## src/rtl/tally_expander.sv

```systemverilog
// tally_expander: expands queued counts into a bit-serial unary code (n ones, then a '0' terminator)
module tally_expander #(
  parameter int CNT_W      = 8,
  parameter int MAX_COUNT  = 6,
  parameter int FIFO_DEPTH = 2
) (
  input  logic             clk,
  input  logic             rst,
  input  logic [CNT_W-1:0] in_count,
  input  logic             in_valid,
  output logic             in_ready,
  output logic             bit_out,
  output logic             bit_valid,
  input  logic             bit_ready,
  output logic             bit_last,
  output logic             busy,
  output logic             err_clamp
);
  localparam int PW = $clog2(FIFO_DEPTH);
  localparam int RW = $clog2(MAX_COUNT + 1);

  typedef enum logic [1:0] {IDLE, ONES, TERM} state_t;

  logic [CNT_W-1:0] mem_q [FIFO_DEPTH];
  logic [PW-1:0]    wr_q, wr_d, rd_q, rd_d;
  logic [PW:0]      cnt_q, cnt_d;
  state_t           state_q, state_d;
  logic [RW-1:0]    rem_q, rem_d, head_clamped;
  logic             bit_valid_q, bit_valid_d, bit_out_q, bit_out_d;
  logic             bit_last_q, bit_last_d, err_q, err_d;
  logic             push, pop, hs, full, empty, over;
  logic [CNT_W-1:0] head;

  assign full         = cnt_q == (PW+1)'(FIFO_DEPTH);
  assign empty        = cnt_q == '0;
  assign in_ready     = !full && !rst;
  assign push         = in_valid && in_ready;
  assign hs           = bit_valid_q && bit_ready;
  assign head         = mem_q[rd_q];
  assign over         = head > CNT_W'(MAX_COUNT);
  assign head_clamped = over ? RW'(MAX_COUNT) : head[RW-1:0];
  assign pop          = !empty && (state_q == IDLE || (state_q == TERM && hs));
  assign busy         = state_q != IDLE || !empty;
  assign bit_valid    = bit_valid_q;
  assign bit_out      = bit_out_q;
  assign bit_last     = bit_last_q;
  assign err_clamp    = err_q;

  // Next-state: FIFO pointers, FSM walk through ones then terminator, back-to-back pop on terminator handshake
  always_comb begin
    wr_d    = push ? wr_q + 1'b1 : wr_q;
    rd_d    = pop ? rd_q + 1'b1 : rd_q;
    cnt_d   = cnt_q + (PW+1)'(push) - (PW+1)'(pop);
    state_d = state_q;
    rem_d   = rem_q;
    if (pop) begin
      rem_d   = head_clamped;
      state_d = head_clamped != '0 ? ONES : TERM;
    end else if (state_q == ONES && hs) begin
      rem_d   = rem_q - 1'b1;
      state_d = rem_q == RW'(1) ? TERM : ONES;
    end else if (state_q == TERM && hs) begin
      state_d = IDLE;
    end
    bit_valid_d = state_d != IDLE;
    bit_out_d   = state_d == ONES;
    bit_last_d  = state_d == TERM;
    err_d       = pop && over;
  end

  // Control and output registers; reset discards any in-flight code and queued counts
  always_ff @(posedge clk) begin
    if (rst) begin
      wr_q        <= '0;
      rd_q        <= '0;
      cnt_q       <= '0;
      state_q     <= IDLE;
      rem_q       <= '0;
      bit_valid_q <= 1'b0;
      bit_out_q   <= 1'b0;
      bit_last_q  <= 1'b0;
      err_q       <= 1'b0;
    end else begin
      wr_q        <= wr_d;
      rd_q        <= rd_d;
      cnt_q       <= cnt_d;
      state_q     <= state_d;
      rem_q       <= rem_d;
      bit_valid_q <= bit_valid_d;
      bit_out_q   <= bit_out_d;
      bit_last_q  <= bit_last_d;
      err_q       <= err_d;
    end
  end

  // FIFO storage needs no reset; occupancy alone defines which entries are live
  always_ff @(posedge clk) begin
    if (push) mem_q[wr_q] <= in_count;
  end
endmodule
```

## config.mk

```make
export PLATFORM = sky130hd
export DESIGN_NAME = tally_expander
export DESIGN_NICKNAME = d
export VERILOG_FILES = /design/src/rtl/tally_expander.sv
export SDC_FILE = /design/constraint.sdc
export NUM_CORES = 1
export LEC_CHECK = 0
export CAP_MARGIN = 10
export CORE_MARGIN = 3
export CORE_UTILIZATION = 52
export CTS_CLUSTER_DIAMETER = 50
export CTS_CLUSTER_SIZE = 25
export DETAILED_ROUTE_END_ITERATION = 12
export HOLD_SLACK_MARGIN = 0.06
export PLACE_DENSITY = 0.74
export SYNTH_ARGS = -nofsm -noshare
export SYNTH_HDL_FRONTEND = slang
export SYNTH_SLANG_ARGS = --single-unit
```

## constraint.sdc

```tcl
create_clock -name clk -period 2.2 [get_ports clk]
set_input_delay 0.33 -clock clk [delete_from_list [all_inputs] [get_ports clk]]
set_output_delay 0.33 -clock clk [all_outputs]
set_load 0.005 [all_outputs]
```

# Word level (Yosys, flattened, before mapping)

Memory sizes are Yosys's and may differ from the RTL's. A register that Yosys moved wholly into a read port is not among the register bits.
Index checks and enable logic that the tools add are counted.

Memories: 1
Latch bits: 0
Logic and storage cells: 52
ROM bits: 0
Flip-flop bits (word level): 13
Bits in writable memories: 16
Output and inout port bits: 6

Divide/modulo/power cells: 0
Muxes and demuxes: 12
Add/sub/neg operators: 5
Reductions and logical operators: 18
Shift operators: 0
Equal/unequal tests: 6
Multiply operators: 0
Bitwise gates (word level): 0
$lt $le $gt $ge: 1

Memory list:

| name  | words | bits a word | read ports | clocked after memory_dff | wr ports | RTL line | text |
|---|---|---|---|---|---|---|---|
| mem_q | 2     | 8           | 1          | 1                        | 1        | 24       | `logic [CNT_W-1:0] mem_q [FIFO_DEPTH];` |

Operator list:

| cell                                                                            | number |
|---|---|
| 2-bit two-way mux                                                               | 5 |
| 3-bit two-way mux                                                               | 3 |
| 8-bit by 3-bit greater-than comparator with 1-bit output, second input constant | 1 |
| 1-bit logical AND                                                               | 7 |
| 2-bit equality test, second input constant                                      | 3 |
| 2-bit nonzero test                                                              | 3 |
| 2-bit by 1-bit equality test with 1-bit output, second input constant           | 2 |
| 2-bit zero test                                                                 | 2 |
| 1-bit two-way mux                                                               | 4 |
| 3-bit by 1-bit equality test with 1-bit output, second input constant           | 1 |
| 1-bit zero test                                                                 | 3 |
| 3-bit nonzero test                                                              | 1 |
| 3-bit by 1-bit subtractor with 3-bit output, second input constant              | 1 |
| 1-bit adder, second input constant                                              | 2 |
| 2-bit by 1-bit adder with 2-bit output                                          | 1 |
| 1-bit logical OR                                                                | 2 |
| 2-bit by 1-bit subtractor with 2-bit output                                     | 1 |

# Longest topological paths before layout

Gate-level depths: netlist of run 1.

Depth after elaboration: 6
Mapped depth: 10
Depth with buffers taken out: 9

# Worst setup path before layout of run 1

Ideal clock, no wire load.

Kind: flip-flop to flip-flop
From: reg bit_valid_q (netlist: bit_valid)
To: reg cnt_q[1]
Setup slack: 0.391 ns
Path buffers: 1
Library setup time: 0.129 ns
Arrival: 1.680 ns
Period minus slack after synthesis: 1.809 ns
Data required time: 2.071 ns
Stages on the path, launching flop included: 11
Cells stage by stage: dfxtp_1 -> nand2_1 -> a211o_1 -> buf_6 -> inv_1 -> ha_1 -> inv_1 -> ha_1 -> xnor2_1 -> xnor2_1 -> nor2_1

Longest elaborated chain between the ends: 5

Ends and longest elaborated chain:

| item                                        | RTL line | text |
|---|---|---|
| start, declared                             | 29       | `logic bit_valid_q, bit_valid_d, bit_out_q, bit_out_d;` |
| start signal, assigned                      | 89       | `bit_valid_q <= bit_valid_d;` |
| 1-bit logical AND                           | 38       | `assign hs = bit_valid_q && bit_ready;` |
| 1-bit logical AND                           | 42       | `assign pop = !empty && (state_q == IDLE \|\| (state_q == TERM && hs));` |
| 1-bit logical OR                            | 42       |  |
| 1-bit logical AND                           | 42       |  |
| net pop                                     | 31       | `logic push, pop, hs, full, empty, over;` |
| 2-bit by 1-bit subtractor with 2-bit output | 53       | `cnt_d = cnt_q + (PW+1)'(push) - (PW+1)'(pop);` |
| end signal, assigned                        | 86       | `cnt_q <= cnt_d;` |
| end, declared                               | 26       | `logic [PW:0] cnt_q, cnt_d;` |

The timed path passes the listed nets, and every way through them passes these cells.
A chain may end at the register's enable or synchronous reset.

# Final worst setup path of run 1

From: in bit_ready
To: reg cnt_q[1]

Longest elaborated chain between the ends: 5

Ends and longest elaborated chain:

| item                                        | RTL line | text |
|---|---|---|
| start, declared                             | 14       | `input logic bit_ready,` |
| 1-bit logical AND                           | 38       |  |
| 1-bit logical AND                           | 42       |  |
| 1-bit logical OR                            | 42       |  |
| 1-bit logical AND                           | 42       |  |
| net pop                                     | 31       |  |
| 2-bit by 1-bit subtractor with 2-bit output | 53       |  |

The timed path passes the listed nets, and every way through them passes these cells.

==> summary.md, run 1 <==
In this run, post-CTS hold repair placed 0 buffers. In this run the tool buffered the top-level ports with 17 buffer cells. The tools report the total negative slack as 0 ns. The total overflow left after global routing is 0.

The layer with the highest usage is met2. For this run, the post-layout net count is 148. The critical setup path kind was in2reg. The logs give 0.5205 ns for the final worst hold slack and 15.44% for the all-layer global routing usage. Based on the critical path, the design can be clocked at up to 544.5 MHz. The run gives 188 as the number of fillers in the final layout. The number of placed instances, taps included came out at 153. The clock sink count is 30. The per-instance average area after synthesis was 11.73 sq um; the worst clock skew was 0.01450 ns.

The largest single stage delay on the critical path is 0.50 ns. Dividing total power by cell area gives a power density of 994.6 mW/mm^2. Data on the critical path is required at its endpoint by 2.42 ns. Setup slack on the critical path of the routed design comes to 0.3633 ns. The number of nets in the synthesized netlist is 122. The commonest cells after synthesis are sky130_fd_sc_hd__edfxtp_1, sky130_fd_sc_hd__nor2_1, sky130_fd_sc_hd__dfxtp_1, sky130_fd_sc_hd__inv_1, sky130_fd_sc_hd__nand2_1. The sort of element at the end of the critical path is a register. The run gives 35 as the count of unique library cells instantiated by Yosys. The number of setup buffers added after CTS came out at 0. The number of synthesized flops with an enable pin is 16, and the total half-perimeter wirelength after legalization and detailed placement is 1432 um. The worst hold path belongs to the class reg2reg. The DRC marker count from the first detailed-route iteration is 9.

The capture instance of the worst register-to-register path is cnt_q[1]$_SDFF_PP0_. Cells fill 67.62% of the core in the end. The die footprint is 0.003015 sq mm. The mapped netlist covers 0.001244 sq mm. The number of cells on the worst reg-to-reg path is 9. The worst path buffer plus inverter count is 3.

After clock tree synthesis, the clock-pin slew on the worst setup and hold paths is 0.09 ns. Setup slack of the most critical reg-to-reg path: 0.50 ns. The highest-delay cell along the critical path is sky130_fd_sc_hd__clkdlybuf4s50_1. The standard-cell row count was 17. The logs give 0 for the initial antenna violation count and 0 for the max capacitance violation total. The number of standard cells in the final layout excluding fillers was 161. Counting buffers and inverters, the worst setup path is 10 cells deep.

Root buffer cell: sky130_fd_sc_hd__clkbuf_4. The final weighted congestion of routability-driven global placement is 0.7131, and the die outline width is 54.91 um. Across the VDD grid, the largest voltage drop is 568.2 uV. Maximum count of clock buffers along a single path: 2. The dominant delay contributor by cell family on the critical path was buffers and inverters. The number of vias in the routed layout is 840. The number of warnings issued by yosys came out at 0. Setup violations remaining at the end of the flow were counted as 0.

The run gives 55.69% as the effective utilization at floorplan. For the total leakage power, the log shows 0.5466 nW. In this run the tightest slew margin relative to its limit is 71.17%. The largest net degree at the start of global routing was 14; the number of H-tree levels was 2. TritonCTS built the clock tree.

For this run, asynchronously set or reset flops after synthesis account for 0%. The area taken by multi-input logic gates is 430.4 sq um, and the worst path arrival time is 2.06 ns. 18 I/O pins were placed. For the worst-skew pair, the clock arrives at the later sink with an insertion delay of 0.32 ns. The share of the yosys chip area belonging to registers was 61.17%. The number of antenna diodes in the final layout is 0.

The number of global-route vias before repair was 792; the average vias per placed instance was 5.217. The detailed-route wire length per cell is 11.97 um, and the final critical-path share of the clock period is 83.48%. The share of the synthesized area in the top cell type was 38.63%; the synthesized instance count was 106.

After floorplanning, the core was sized to cover 0.002233 sq mm. Gates resized during post-CTS repair numbered 0. Traced cell by cell, the critical path runs through clkdlybuf4s50_1, nand2_1, a211o_1, inv_1, ha_1, inv_1, ha_1, xnor2_1, xnor2_1, nor2_1. Startpoint of the worst setup timing path: bit_ready.

The remaining antenna violation count was 0. The storage element area came out at 760.7 sq um. The startpoint identified for the worst register-to-register timing path is bit_valid$_SDFF_PP0_. The run gives 1927 um as the total wire length after detailed routing. The global-route met3 utilization is 5.630%, and the global routing usage on met1 is 16.23%.

The most numerous cell in the Yosys netlist was sky130_fd_sc_hd__edfxtp_1. The smallest clock period supported by the final layout is computed as 1.837 ns. Startpoint type of the worst setup path: a primary input. The chip height came out at 54.91 um. In this run the worst setup path terminates at cnt_q[1]$_SDFF_PP0_. The first detailed-routing pass ran for 4 iterations. Setup repair after global routing left no endpoint under its margin. OpenSTA, run right after detailed placement, puts the worst setup slack at 0.02543 ns.

Dominant register cell in the synthesized netlist: sky130_fd_sc_hd__edfxtp_1. The run finished with clean final reports. The tools report the number of remaining DRC errors as 0. Cells with a size suffix above 1 make up 11.28% of the layout. The cell taking the most area after synthesis is sky130_fd_sc_hd__edfxtp_1.

The maximum fanout count along the critical path works out to 3. The first global-routing pass estimated 3174 um of wire. Relative to the synthesized area, the layout overhead comes to 21.43%. The final-report max-slew violation count is 0, and the transition time at the pin with the least slew margin is 0.4324 ns. The run gives 0 as the count of final hold-check violations.

In the global route stage, met2 resource usage came out at 26.57%. In this run, CTS created clock tree buffers numbering 5. The total of flip-flops plus latches after synthesis is 30. In the post-synthesis netlist, the biggest area contributors are sky130_fd_sc_hd__edfxtp_1, sky130_fd_sc_hd__dfxtp_1, sky130_fd_sc_hd__nor2_1.
## worst reg2reg max path: stages (launching register included)
cell	delay (ns)
sky130_fd_sc_hd__dfxtp_1	0.37
sky130_fd_sc_hd__nand2_1	0.10
sky130_fd_sc_hd__a211o_1	0.32
sky130_fd_sc_hd__inv_1	0.08
sky130_fd_sc_hd__ha_1	0.22
sky130_fd_sc_hd__inv_1	0.05
sky130_fd_sc_hd__ha_1	0.14
sky130_fd_sc_hd__xnor2_1	0.13
sky130_fd_sc_hd__xnor2_1	0.14
sky130_fd_sc_hd__nor2_1	0.05
## routing by layer
metal	wire [um]	share of wire, %
met5	0	0
met4	46	2.4
met3	106	5.5
met2	920	48
met1	854	44
## cells in the final DEF, fill, tap and decap left out
| master | instances |
|---|---|
| sky130_fd_sc_hd__clkbuf_4 | 5 |
| sky130_fd_sc_hd__or3_1 | 1 |
| sky130_fd_sc_hd__edfxtp_1 | 16 |
| sky130_fd_sc_hd__o211ai_1 | 1 |
| sky130_fd_sc_hd__a31o_2 | 1 |
| sky130_fd_sc_hd__nand3b_1 | 1 |
| sky130_fd_sc_hd__a21oi_2 | 1 |
| sky130_fd_sc_hd__a211o_1 | 1 |
| sky130_fd_sc_hd__o22ai_1 | 1 |
| sky130_fd_sc_hd__clkinv_2 | 1 |
| sky130_fd_sc_hd__a21oi_1 | 4 |
| sky130_fd_sc_hd__o21ai_0 | 2 |
| sky130_fd_sc_hd__clkbuf_1 | 1 |
| sky130_fd_sc_hd__nand4b_1 | 1 |
| sky130_fd_sc_hd__inv_1 | 7 |
| sky130_fd_sc_hd__a22oi_1 | 1 |
| sky130_fd_sc_hd__xnor2_1 | 5 |
| sky130_fd_sc_hd__o21a_1 | 1 |
| sky130_fd_sc_hd__clkdlybuf4s50_1 | 17 |
| sky130_fd_sc_hd__dfxtp_1 | 14 |
| sky130_fd_sc_hd__nand2_1 | 7 |
| sky130_fd_sc_hd__mux2i_1 | 2 |
| sky130_fd_sc_hd__nor2_1 | 15 |
| sky130_fd_sc_hd__nor3b_1 | 1 |
| sky130_fd_sc_hd__ha_1 | 4 |
| sky130_fd_sc_hd__buf_4 | 5 |
| sky130_fd_sc_hd__and4b_2 | 1 |
| sky130_fd_sc_hd__o31a_2 | 1 |
| sky130_fd_sc_hd__nor2b_1 | 2 |
| sky130_fd_sc_hd__nor4_1 | 2 |
| sky130_fd_sc_hd__a211oi_1 | 2 |
| sky130_fd_sc_hd__a31oi_1 | 1 |
| sky130_fd_sc_hd__a221oi_1 | 1 |
| sky130_fd_sc_hd__nor3_1 | 2 |
| sky130_fd_sc_hd__a311oi_1 | 1 |
| sky130_fd_sc_hd__nor4b_1 | 1 |
| sky130_fd_sc_hd__nand2b_1 | 1 |
| sky130_fd_sc_hd__a32oi_1 | 1 |
| sky130_fd_sc_hd__clkinv_1 | 1 |
## through the flow
| step | power [mW] | area, sq um |
|---|---|---|
| final | 1.502 | 1510 |
| after global placement | 1.216 | 1460 |
| after floorplan | 1.077 | 1244 |
| after CTS | 1.518 | 1510 |
| after detailed placement | 1.228 | 1460 |
| after global routing | 1.617 | 1510 |
## registers in the layout (all words and copies together), names as in the netlist, named ones only
register   count
mem_q         16
rem_q          3
cnt_q          2
state_q        2
bit_last       1
bit_out        1
bit_valid      1
err_clamp      1
rd_q           1
wr_q           1
## worst min-delay path by stage
stage	start	endpoint	slack (ns)	cells past startpoint
after detailed placement	rd_q$_SDFFE_PP0P_	rd_q$_SDFFE_PP0P_	0.51	2
after CTS	rd_q$_SDFFE_PP0P_	rd_q$_SDFFE_PP0P_	0.53	2
after floorplan	rst	cnt_q[0]$_SDFF_PP0_	0.40	1
final	rd_q$_SDFFE_PP0P_	rd_q$_SDFFE_PP0P_	0.52	2
after global placement	rd_q$_SDFFE_PP0P_	rd_q$_SDFFE_PP0P_	0.50	2
after global routing	rd_q$_SDFFE_PP0P_	rd_q$_SDFFE_PP0P_	0.56	2
## area by class of cell
type	count	area share, %
clock buffers	6	2.734
clock inverters	2	0.5799
inverters	7	1.740
multi-input cells	66	28.50
flip-flops and latches	30	50.37
well taps	28	2.320
repair buffers	22	13.75
## power breakdown
| group | leakage (nW) | internal [mW] | switching (mW) |
|---|---|---|---|
| Sequential | 0.262 | 0.687 | 0.0706 |
| Combinational | 0.255 | 0.251 | 0.203 |
| Clock | 0.0297 | 0.120 | 0.170 |
## logic make-up (layout without fill, tap and decap cells)
kind of cell	count (synthesis)	after routing	synth area share (%)
AND/OR/NAND/NOR	35	35	13.98
XOR/XNOR	5	5	3.521
AO/OA/AOI/OAI	20	20	11.47
adder cells (fa/ha/maj)	4	4	4.024
buffers and inverters	10	37	4.225
multiplexers	2	2	1.610
flip-flops	30	30	61.17
Power figures use the tool's default switching activity.
==> run 2, diff against run 1 <==
==> constraint.sdc (replaced) <==
create_clock -name clk -period 1.72 [get_ports clk]
set_input_delay 0.258 -clock clk [delete_from_list [all_inputs] [get_ports clk]]
set_output_delay 0.258 -clock clk [all_outputs]
set_load 0.005 [all_outputs]
==> run 2 against run 1 <==
Against the previous run: first-iteration DRC count up 11%; die area unchanged; core utilization rose by 2.9 points; non-clock buffer count grew 7.
==> summary.md, run 2 (synthesis gave the netlist of run 1 again) <==
The total leakage power was 0.5982 nW (was 0.5466 nW); the flip-flop count of the largest register, all copies and words added was 16 (unchanged). The worst voltage drop across the vdd grid was 922.2 uV (was 568.2 uV). The area of the core came out at 0.002233 sq mm (unchanged). The chip height was 54.91 um (unchanged); the transition time at the pin with the least slew margin was 0.3979 ns (was 0.4324 ns). For the tightest slew margin relative to the limit, the log shows 73.47% (was 71.17%). The worst clock skew is 0.004899 ns (was 0.01450 ns). The tools report the total half-perimeter wirelength after legalization and detailed placement as 1623 um (was 1432 um).

The max capacitance violation total was 0 (unchanged). The capture instance of the worst register-to-register path was cnt_q[1]$_SDFF_PP0_ (unchanged). The maximum fanout count along the critical path is 4 (was 3), and the remaining global-route overflow is 0 (unchanged). The required time at the worst-slack endpoint was 1.94 ns (was 2.42 ns); the count of final hold-check violations was 0 (unchanged). Root buffer cell: sky130_fd_sc_hd__clkbuf_4 (unchanged).

The clock sink count came out at 30 (unchanged). The worst path needs 1.640 ns of the cycle, external delays included. The detailed-route wire length per cell is 12.47 um (was 11.97 um), and the layout overhead on the synthesized area is 26.66% (was 21.43%). The run gives 17 (unchanged) as the standard-cell row count. The run gives 0 (unchanged) as the number of setup buffers added after CTS.

The worst path arrival time is 1.86 ns (was 2.06 ns), and the clock transition at the registers of the reported paths is 0.08 ns (was 0.09 ns). The logs give 883 (was 840) for the number of vias in the routed layout and 0.32 ns (about the same) for the source-to-sink clock delay at the later pin of the worst-skew pair. The average vias per placed instance came out at 5.256 (was 5.217). The maximum frequency from static timing analysis was 609.7 MHz. The logs give 2095 um (was 1927 um) for the total wire length after detailed routing and 18 (unchanged) for the top-level I/O count.

The class of the tightest hold or removal check was in2reg (was reg2reg). The end point of the worst hold path was mem_q[1][0]$_DFFE_PP_ (was rd_q$_SDFFE_PP0P_). The largest net degree at the start of global routing was 14 (unchanged); the initial antenna violation count was 0 (unchanged).

The number of H-tree levels is 2 (unchanged). The final-report max-slew violation count was 0 (unchanged); the number of port buffers was 17 (unchanged). The die outline width was 54.91 um (unchanged).

The total negative slack was 0 ns (unchanged); the die footprint was 0.003015 sq mm (unchanged). The worst hold path cell count was 1 (was 2). The final worst hold slack is 0.5210 ns (was 0.5205 ns). The number of cell instances on the worst register-to-register path came out at 9 (unchanged). The logs give 0 (unchanged) for the count of hold-fix buffers inserted at cts and 4 (unchanged) for the first-pass iteration count of the detailed router. Startpoint type of the worst setup path: a register (was a primary input). The overall power of the completed layout was 1.979 mW (was 1.502 mW); the share of layout cells above drive strength 1 was 19.29% (was 11.28%).

The register containing the most flip-flops in the final layout is mem_q (unchanged). Registers with the most flip-flops: mem_q (16), rem_q (3) (unchanged). The effective utilization at floorplan was 55.69% (unchanged); the final weighted congestion of routability-driven global placement was 0.7077 (was 0.7131).

The run gives 155 (was 148) as the post-layout net count. Leading cell types in the layout, fill and taps excluded: sky130_fd_sc_hd__edfxtp_1, sky130_fd_sc_hd__clkdlybuf4s50_1, sky130_fd_sc_hd__nor2_1, sky130_fd_sc_hd__dfxtp_1, sky130_fd_sc_hd__buf_4 (was sky130_fd_sc_hd__clkdlybuf4s50_1, sky130_fd_sc_hd__edfxtp_1, sky130_fd_sc_hd__nor2_1, sky130_fd_sc_hd__dfxtp_1). The flow ran to the end, and the final reports show no timing, DRC or antenna violations. The remaining antenna violation count was 0 (unchanged). The critical setup path kind was reg2reg (was in2reg).

Number of global-route vias before repair: 825 (was 792). Startpoint of the tightest hold check path: in_count[0] (was rd_q$_SDFFE_PP0P_). The logs give 0 (unchanged) for the antenna cell count and 2 (unchanged) for the maximum count of clock buffers along a single path.

The final critical-path share of the clock period works out to 95.36%. The number of fillers in the final layout was 169 (was 188); the setup slack of the most critical reg-to-reg path was 0.08 ns (was 0.50 ns). The number of remaining DRC errors is 0 (unchanged). The sort of element at the end of the critical path is a register (unchanged). Clock buffer count from CTS: 5 (unchanged). For the DRC marker count from the first detailed-route iteration, the log shows 10 (was 9).

The wire length of the first global-routing pass is 3222 um (was 3174 um). The worst flop-to-flop path startpoint was bit_valid$_SDFF_PP0_ (unchanged). The number of setup violations in the final report was 0 (unchanged); the power density relative to cell area was 1256 mW/mm^2 (was 994.6 mW/mm^2). TritonCTS built the clock tree. The all-layer global routing usage is 15.92% (was 15.44%). Commonest non-fill, non-tap cell in the layout: sky130_fd_sc_hd__edfxtp_1 (was sky130_fd_sc_hd__clkdlybuf4s50_1).
run 2: cell count changes in the layout (fill, tap and decap cells not counted), sizes merged:
cell / delta
buf: +7
clkdlybuf4s50: -2
dlymetal6s2s: +2
run 2: worst max path at each step:
| stage | slack, ns | endpoint | startpoint |
|---|---|---|---|
| 2_1_floorplan | 0.02 | cnt_q[1]$_SDFF_PP0_ | cnt_q[0]$_SDFF_PP0_ |
| 3_3_place_gp | -0.25 | cnt_q[1]$_SDFF_PP0_ | bit_ready |
| 3_5_place_dp | -0.30 | cnt_q[1]$_SDFF_PP0_ | bit_ready |
| 4_1_cts | 0.003 | in_ready | rst |
| 5_1_grt | -0.01 | cnt_q[1]$_SDFF_PP0_ | bit_valid$_SDFF_PP0_ |
| 6_report | 0.08 | cnt_q[1]$_SDFF_PP0_ | bit_valid$_SDFF_PP0_ |
run 2: layer usage:
layer	up-vias	track usage, %	share of wire [%]
li1	450	-	-
met1	409	15.42	42
met2	18	28.54	50
met3	6	7.239	5.9
met4	0	7.287	1.9
met5	-	0	0
run 2: critical path, stage by stage, from the launching register on:
cell and delay (ns):
sky130_fd_sc_hd__dfxtp_2 0.36, sky130_fd_sc_hd__nand2_2 0.07, sky130_fd_sc_hd__a211o_1 0.32, sky130_fd_sc_hd__inv_2 0.06, sky130_fd_sc_hd__ha_1 0.21, sky130_fd_sc_hd__inv_1 0.06, sky130_fd_sc_hd__ha_1 0.14, sky130_fd_sc_hd__xnor2_1 0.13
sky130_fd_sc_hd__xnor2_1 0.14, sky130_fd_sc_hd__nor2_1 0.05
run 2: area by class of cell:
cell class	instances	area [sq um]	share of cell area [%]
Tap cell	28	35.03	2.224
Clock buffer	6	41.29	2.621
Multi-Input combinational cell	66	435.4	27.64
Inverter	7	26.28	1.668
Sequential cell	30	763.2	48.45
Clock inverter	2	8.758	0.5560
Timing Repair Buffer	29	265.3	16.84
run 2: repair_timing:
action / 4_1_cts / 5_1_grt
endpoints found under the hold margin: 0 / 0
endpoints found under the setup margin: 0 / 2
gates resized for setup: 0 / 5
run 2: stage by stage:
stage / setup slack, ns / instance area [sq um] / instances / util, %
3_5_place_dp: -0.3015 / 1514 / 160 / 67.79
3_3_place_gp: -0.2466 / 1514 / 160 / 67.79
4_1_cts: 0.002938 / 1564 / 168 / 70.03
6_report: 0.07982 / 1575 / 168 / 70.53
5_1_grt: -0.01112 / 1575 / 168 / 70.53
2_1_floorplan: 0.02167 / 1245 / 106 / -
run 2: report_power, final:
part | internal (mW) | leakage (nW) | switching, mW
Combinational | 0.360 | 0.306 | 0.289
Sequential | 0.883 | 0.262 | 0.0796
Clock | 0.153 | 0.0297 | 0.214
